$ cat src/rtl/keypad_scanner.sv
// 4x4 keypad matrix scanner: drives one row at a time, synchronises the columns,
// debounces a single one-hot press and reports it as a strobe plus {row,col} key code.
module keypad_scanner #(
    parameter int SCAN_DIV        = 4,
    parameter int DEBOUNCE_CYCLES = 8
) (
    input  logic       clk,
    input  logic       nRst,
    input  logic [3:0] col,
    output logic [3:0] row,
    output logic       strobe,
    output logic [7:0] cur_key,
    output logic       key_held
);

    localparam int CNT_MAX = (SCAN_DIV > DEBOUNCE_CYCLES) ? SCAN_DIV : DEBOUNCE_CYCLES;
    localparam int CNT_W   = $clog2(CNT_MAX + 1);

    localparam logic [CNT_W-1:0] SCAN_LAST = CNT_W'(SCAN_DIV - 1);
    localparam logic [CNT_W-1:0] DEB_LAST  = CNT_W'(DEBOUNCE_CYCLES - 1);
    localparam logic [CNT_W-1:0] CNT_SAT   = CNT_W'(CNT_MAX);
    localparam logic [CNT_W-1:0] CNT_ONE   = CNT_W'(1);
    localparam logic [3:0]       ROW_FIRST = 4'b1000;
    localparam bit               DEB_SINGLE = (DEBOUNCE_CYCLES == 1);

    typedef enum logic [1:0] {
        SCAN     = 2'd0,
        DEBOUNCE = 2'd1,
        HOLD     = 2'd2
    } state_e;

    function automatic logic [CNT_W-1:0] sat_inc(input logic [CNT_W-1:0] v);
        return (v >= CNT_SAT) ? v : v + CNT_ONE;
    endfunction

    state_e           state_q, state_d;
    logic [3:0]       sync1_q;
    logic [3:0]       scol_q;
    logic [3:0]       row_q, row_d;
    logic [CNT_W-1:0] scan_cnt_q, scan_cnt_d;
    logic [CNT_W-1:0] deb_cnt_q, deb_cnt_d;
    logic [CNT_W-1:0] rel_cnt_q, rel_cnt_d;
    logic [7:0]       cand_q, cand_d;
    logic [7:0]       cur_key_q, cur_key_d;
    logic             strobe_q, strobe_d;
    logic             key_held_q, key_held_d;

    logic             scan_done;
    logic             scol_zero;
    logic             scol_onehot;
    logic             deb_match;
    logic             deb_done;
    logic             rel_done;
    logic             accept;
    logic [3:0]       row_next;

    // Column synchroniser; col is asynchronous to clk.
    // NOTE: sequential state uses non-blocking assignments so every flop samples pre-edge values.
    always_ff @(posedge clk or negedge nRst) begin
        if (!nRst) begin
            sync1_q <= 4'b0000;
            scol_q  <= 4'b0000;
        end else begin
            sync1_q <= col;
            scol_q  <= sync1_q;
        end
    end

    always_comb begin
        scan_done   = (scan_cnt_q >= SCAN_LAST);
        scol_zero   = (scol_q == 4'b0000);
        scol_onehot = !scol_zero && ((scol_q & (scol_q - 4'b0001)) == 4'b0000);
        deb_match   = ({row_q, scol_q} == cand_q);
        deb_done    = deb_match && (deb_cnt_q >= DEB_LAST);
        rel_done    = scol_zero && (rel_cnt_q >= DEB_LAST);
        row_next    = {row_q[0], row_q[3:1]};
        accept      = ((state_q == SCAN) && scan_done && scol_onehot && DEB_SINGLE)
                   || ((state_q == DEBOUNCE) && deb_done);
    end

    // State register.
    always_ff @(posedge clk or negedge nRst) begin
        if (!nRst) begin
            state_q <= SCAN;
        end else begin
            state_q <= state_d;
        end
    end

    // Next-state logic.
    always_comb begin
        state_d = state_q;
        unique case (state_q)
            SCAN: begin
                if (scan_done && scol_onehot) begin
                    state_d = DEB_SINGLE ? HOLD : DEBOUNCE;
                end
            end
            DEBOUNCE: begin
                if (!deb_match) begin
                    state_d = SCAN;
                end else if (deb_done) begin
                    state_d = HOLD;
                end
            end
            HOLD: begin
                if (rel_done) begin
                    state_d = SCAN;
                end
            end
            default: state_d = SCAN;
        endcase
    end

    // Output and datapath logic.
    always_comb begin
        // NOTE: every signal gets a default first so no path through the case infers a latch.
        row_d      = row_q;
        scan_cnt_d = scan_cnt_q;
        deb_cnt_d  = deb_cnt_q;
        rel_cnt_d  = rel_cnt_q;
        cand_d     = cand_q;
        cur_key_d  = cur_key_q;
        strobe_d   = 1'b0;
        key_held_d = key_held_q;

        unique case (state_q)
            SCAN: begin
                if (scan_done) begin
                    scan_cnt_d = '0;
                    if (scol_onehot) begin
                        cand_d    = {row_q, scol_q};
                        deb_cnt_d = CNT_ONE;
                    end else begin
                        row_d = row_next;
                    end
                end else begin
                    scan_cnt_d = sat_inc(scan_cnt_q);
                end
            end
            DEBOUNCE: begin
                if (deb_match) begin
                    deb_cnt_d = sat_inc(deb_cnt_q);
                end else begin
                    scan_cnt_d = '0;
                end
            end
            HOLD: begin
                if (!scol_zero) begin
                    rel_cnt_d = '0;
                end else if (rel_done) begin
                    rel_cnt_d  = '0;
                    key_held_d = 1'b0;
                    row_d      = row_next;
                    scan_cnt_d = '0;
                end else begin
                    rel_cnt_d = sat_inc(rel_cnt_q);
                end
            end
            default: begin
                row_d      = ROW_FIRST;
                scan_cnt_d = '0;
            end
        endcase

        // While debouncing, a match means {row,scol} already equals the candidate.
        if (accept) begin
            cur_key_d  = {row_q, scol_q};
            strobe_d   = 1'b1;
            key_held_d = 1'b1;
            rel_cnt_d  = '0;
        end
    end

    always_ff @(posedge clk or negedge nRst) begin
        if (!nRst) begin
            row_q      <= ROW_FIRST;
            scan_cnt_q <= '0;
            deb_cnt_q  <= '0;
            rel_cnt_q  <= '0;
            cand_q     <= 8'h00;
            cur_key_q  <= 8'h00;
            strobe_q   <= 1'b0;
            key_held_q <= 1'b0;
        end else begin
            row_q      <= row_d;
            scan_cnt_q <= scan_cnt_d;
            deb_cnt_q  <= deb_cnt_d;
            rel_cnt_q  <= rel_cnt_d;
            cand_q     <= cand_d;
            cur_key_q  <= cur_key_d;
            strobe_q   <= strobe_d;
            key_held_q <= key_held_d;
        end
    end

    assign row      = row_q;
    assign strobe   = strobe_q;
    assign cur_key  = cur_key_q;
    assign key_held = key_held_q;

endmodule

$ cat config.mk
export PLATFORM = sky130hd
export DESIGN_NAME = keypad_scanner
export DESIGN_NICKNAME = d
export VERILOG_FILES = /design/src/rtl/keypad_scanner.sv
export SDC_FILE = /design/constraint.sdc
export NUM_CORES = 1
export LEC_CHECK = 0
export BUFFER_PORTS_ARGS = -buffer_cell sky130_fd_sc_hd__buf_2
export CAP_MARGIN = 20
export CORE_UTILIZATION = 60
export CTS_CLUSTER_DIAMETER = 80
export CTS_CLUSTER_SIZE = 8
export DETAILED_ROUTE_END_ITERATION = 16
export PLACE_DENSITY = 0.82
export SLEW_MARGIN = 20
export SYNTH_ARGS = -nofsm -noshare
export SYNTH_HDL_FRONTEND = slang
export SYNTH_SLANG_ARGS = --single-unit
$ cat constraint.sdc
create_clock -name clk -period 4.95 [get_ports clk]
set_input_delay 0.2475 -clock clk [delete_from_list [all_inputs] [get_ports clk]]
set_output_delay 0.2475 -clock clk [all_outputs]
set_load 0.05 [all_outputs]
======== Word-level counts from Yosys, hierarchy flattened ========
Cells that the tools add are included.
operators by class
  reductions and logical operators ........ 20
  mux-type cells .......................... 31
  eq/ne operators ......................... 15
  add/sub/neg operators ................... 4
  order comparisons ....................... 6
  bitwise operators ....................... 2
operators by type and width
  cell                                                                count
  two-way mux 4 bit                                                   18
  one-hot mux 4 bit (3 select lines)                                  2
  != test 2 bit (second input constant)                               8
  adder 4 x 1 -> 4 bit (second input constant)                        3
  greater-or-equal comparator 4 bit (second input constant)           3
  AND reduction 5 bit                                                 2
  AND reduction 3 bit                                                 3
  == test 8 bit                                                       1
  greater-or-equal comparator 4 x 3 -> 1 bit (second input constant)  2
  logical NOT 4 bit                                                   2
  two-way mux 2 bit                                                   4
  one-hot mux 4 bit (2 select lines)                                  1
  nonzero test 2 bit                                                  4
  != test 3 bit (second input constant)                               2
  one-hot mux 2 bit (3 select lines)                                  1
  logical AND 1 bit                                                   5
  two-way mux 1 bit                                                   5
  bitwise AND 4 bit                                                   1
  greater-or-equal comparator 4 x 2 -> 1 bit (second input constant)  1
  != test 4 bit (second input constant)                               1
  AND reduction 4 bit                                                 1
  subtractor 4 x 1 -> 4 bit (second input constant)                   1
  == test 2 x 1 -> 1 bit (second input constant)                      1
  == test 2 bit (second input constant)                               1
  5 further kinds                                                     5
word-level totals
  bits of input ports ..................... 6
  output and inout bits ................... 14
  logic and storage cells ................. 89
  register bits ........................... 44

======== Depth between registers and ports, before layout ========
  depth in word-level cells ............... 7
  gate-level depth with buffers ........... 7
  gate-level depth less buffers ........... 5

======== Worst setup path after synthesis ========
Ideal clock, no wire load.
  path kind ............................... register -> register
  from .................................... register row_q[1] (netlist: row[1])
  to ...................................... register cur_key_q[4] (netlist: cur_key[4])
  library setup time ...................... 0.128 ns
  data required time ...................... 4.822 ns
  buffers on the path ..................... 1
  slack ................................... 2.788 ns
  arrival ................................. 2.034 ns
  cell stages (with the launch flop) ...... 7
  path through ............................ dfrtp_1 -> xor2_1 -> nor4_4 -> nand3_2 -> nor2_1 -> buf_4 -> mux2_1
on the way
  longest elaborated chain between the ends .. 3
ends and longest elaborated chain
  element                   line  text
  start: declaration        39    logic [3:0] row_q, row_d;
  start signal: assignment  186   row_q <= row_d;
  == test 8 bit             73    deb_match = ({row_q, scol_q} == cand_q);
  logical AND 1 bit         74    deb_done = deb_match && (deb_cnt_q >= DEB_LAST);
  logical AND 1 bit         78    || ((state_q == DEBOUNCE) && deb_done);
  via accept                54    logic accept;
  end signal: assignment    191   cur_key_q <= cur_key_d;
  end: declaration          44    logic [7:0] cur_key_q, cur_key_d;
The timed path passes the listed nets, and every way through them passes these cells.
A chain may end at the register's enable or synchronous reset.

======== Final worst setup path ========
  from .................................... register state_q[0]
  to ...................................... register cur_key_q[6] (netlist: cur_key[6])
on the way
  longest elaborated chain between the ends .. 2
ends and longest elaborated chain
  element                   line  text
  start: declaration        36    state_e state_q, state_d;
  start signal: assignment  86    state_q <= state_d;
  == test 2 x 1 -> 1 bit    78
  logical AND 1 bit         78
No other way between the ends.

==> results.py <==
metrics = {
    "die": {
        "core_area_mm2": 0.00310,
        "chipWidth_um": 59.5,
        "die_y_um": 59.5,
        "initial_core_util": 0.640,
        "die-area_mm2": 0.00354,
        "io_pins": 20,
        "num_rows": 20,
    },
    "clocking": {
        "clk_path_buf_depth": 2,
        "htree_levels": 2,
        "worstSkewPairLatency_ns": 0.35,
        "cts_root_buf": "clkbuf_4",
        "cts_resized": 0,
        "clkSinkCount": 44,
        "ctsHoldBuffers": 4,
        "post_cts_buffers": 0,
        "path_clk_slew_ns": 0.12,
        "tritoncts": "built",
        "cts_made_buffers": 5,
    },
    "global_route": {
        "grt_pass1_wl_mm": 6.03,
        "grt_max_degree": 45,
        "track_usage": 0.236,
        "grt_overflow": 0,
        "antenna_found_initial": 0,
        "grt_pass1_vias": 1299,
    },
    "timing": {
        "drv_slew": 0,
        "worst_pin_slew_ns": 0.990,
        "final.setup.tns_ns": 0,
        "finalClockSkew_ns": 0.0121,
        "rsz0062_at_grt": "false",
        "setup_ws_ns": 2.31,
        "final.min_clock_period_ns": 2.64,
        "hold_ws_ns": 0.0300,
        "fmax_ghz": 0.378,
        "timing.slew.headroom": 0.338,
        "fin_crit_sh": 0.534,
        "finalHoldViolCount": 0,
        "setup_viol": 0,
    },
    "setup_path": {
        "cp-start-kind": "flop",
        "cp_cell_sequence": "nand2b_1, nor3_1, nand3_2, nor2_1, mux2_1",
        "critPathTopFamily": "simple AND/OR/NAND/NOR gates",
        "crit_arrival_ns": 2.88,
        "critPathLaunch": "state_q[0]",
        "crit_slowest_cell": "nor2_1",
        "endpoint_kind": "flop",
        "critPathBufInv": 0,
        "r2r-start": "state_q[0]",
        "critPathMaxFanout": 12,
        "crit_path_max_incr_delay_ns": 0.79,
        "crit_required_ns": 5.18,
        "crit_type": "reg -> reg",
    },
    "synthesis": {
        "synthCells": 179,
        "syn-num-nets": 191,
        "synth.largest_area_cell": "dfrtp_1",
        "synth_area_mm2": 0.00198,
        "synth.area.top_cells": "dfrtp_1, nand2_1, mux2_1, ha_1, xor2_1",
        "yosys_most_used_dff": "dfrtp_1",
        "async_flop_share": 1.00,
        "synth_cell_types": 44,
        "avgSynthCellArea_um2": 11.1,
        "synth_warnings": 0,
        "synth-seq-cells": 44,
        "yosysTopAreaCellShare": 0.542,
        "ys_seq_area_frac": 0.555,
        "synth_enable_flop_cells": 0,
    },
    "detailed_routing": {
        "num_vias": 1368,
        "drtIter0Drc": 72,
        "firstDrtPassIters": 4,
        "wl_per_cell_um": 13.9,
        "drtAntennaViolNets": 0,
        "avgViaCountPerCell": 5.49,
        "drc": 0,
        "totalWireLength_mm": 3.46,
    },
    "placed_design": {
        "port_buffers": 19,
        "dpl-instance-area_mm2": 0.00211,
        "place.gp.congestion": 0.816,
        "dpl.cell_count": 237,
        "dp_hpwl_mm": 2.52,
        "post-place-ws_ns": 2.33,
    },
    "finish": {
        "diodes": 0,
        "layout.nets": 216,
        "fillers": 259,
        "drive_above_1_share": 0.180,
        "area_growth_pct": 10.7,
        "finalNonFillerCells": 249,
        "design_area_mm2": 0.00220,
        "final_util": 0.708,
    },
    "run_status": {
        "outcome": "finished, final reports clean",
    },
    "power_and_ir_drop": {
        "power_density_mw_per_mm2": 410,
        "p_total_mw": 0.900,
        "leakage_nw": 1.14,
        "vdd_drop_max_v": 0.000315,
    },
    "run": {
        "max-cap-violations": 0,
    },
    "worst_hold_path": {
        "hold_class": "in -> async",
    },
}
-- worst paths after layout --
kind                                end  slack [ns]  cells after the start
setup / recovery             cur_key[6]        2.31                      5
hold / removal                cand_q[3]        0.03                      1
setup reg to reg             cur_key[6]        2.31                      5
hold reg to reg               scol_q[0]        0.36                      0
max in group asynchronous  rel_cnt_q[3]        4.32                      1
min in group clk              scol_q[0]        0.36                      0
-- layout make-up --
cell class,count,area (um2),share of cell area
Clock buffer,7,45.0,0.0205
Tap cell,44,55.1,0.0251
Sequential cell,44,1100,0.502
Multi-Input combinational cell,120,813,0.370
Inverter,9,33.8,0.0154
Clock inverter,1,5.00,0.00228
Timing Repair Buffer,24,143,0.0649
-- routing by layer --
layer / GRT usage / share of wire / vias to the layer above
met5: 0 / 0 / -
li1: - / - / 660
met4: 0.0731 / 0.011 / 0
met3: 0.0655 / 0.037 / 6
met2: 0.369 / 0.51 / 23
met1: 0.323 / 0.44 / 679
-- logic make-up (layout without fill, tap and decap cells) --
family	count (synthesis)	in the layout	synth area share
AND/OR/NAND/NOR	69	69	0.183
flip-flops	44	44	0.555
AO/OA/AOI/OAI	24	24	0.0782
buffers and inverters	15	41	0.0347
multiplexers	12	12	0.0675
XOR/XNOR	9	9	0.0435
adder cells (fa/ha/maj)	6	6	0.0378
-- layout by cell type, fill, tap and decap left out, types with 5 or more instances in the layout --
cell type	instances
dfrtp_1	43
nand2_1	30
buf_2	19
nor2_1	10
inv_1	9
xor2_1	8
mux2_1	8
a21oi_1	6
ha_1	6
clkbuf_4	5
-- synthesized netlist by cell type, drive strengths merged, types with 2 or more instances --
| library cell | number |
|---|---|
| dfrtp | 43 |
| or4 | 3 |
| nor2b | 3 |
| nor3b | 2 |
| nor3 | 4 |
| o21a | 3 |
| nor4 | 3 |
| nor2 | 10 |
| mux2 | 11 |
| nand2 | 31 |
| buf | 3 |
| clkbuf | 3 |
| ha | 6 |
| o21ai | 7 |
| a21oi | 6 |
| nand2b | 2 |
| or2 | 2 |
| nor4b | 2 |
| nand3 | 2 |
| and2 | 2 |
| xor2 | 9 |
| inv | 9 |
-- report_power, final --
part,switching (mW),total (mW),internal [mW]
Combinational,0.161,0.264,0.103
Sequential,0.0569,0.474,0.417
Clock,0.106,0.162,0.0555
-- sequential cells by signal, summed over array words and instances (netlist names), 2 cells and up --
signal	cells
scan_cnt_q	4
cur_key	8
deb_cnt_q	4
sync1_q	4
rel_cnt_q	4
cand_q	8
row	4
scol_q	4
state_q	2
Note: power is estimated with default switching activity, not from simulation.
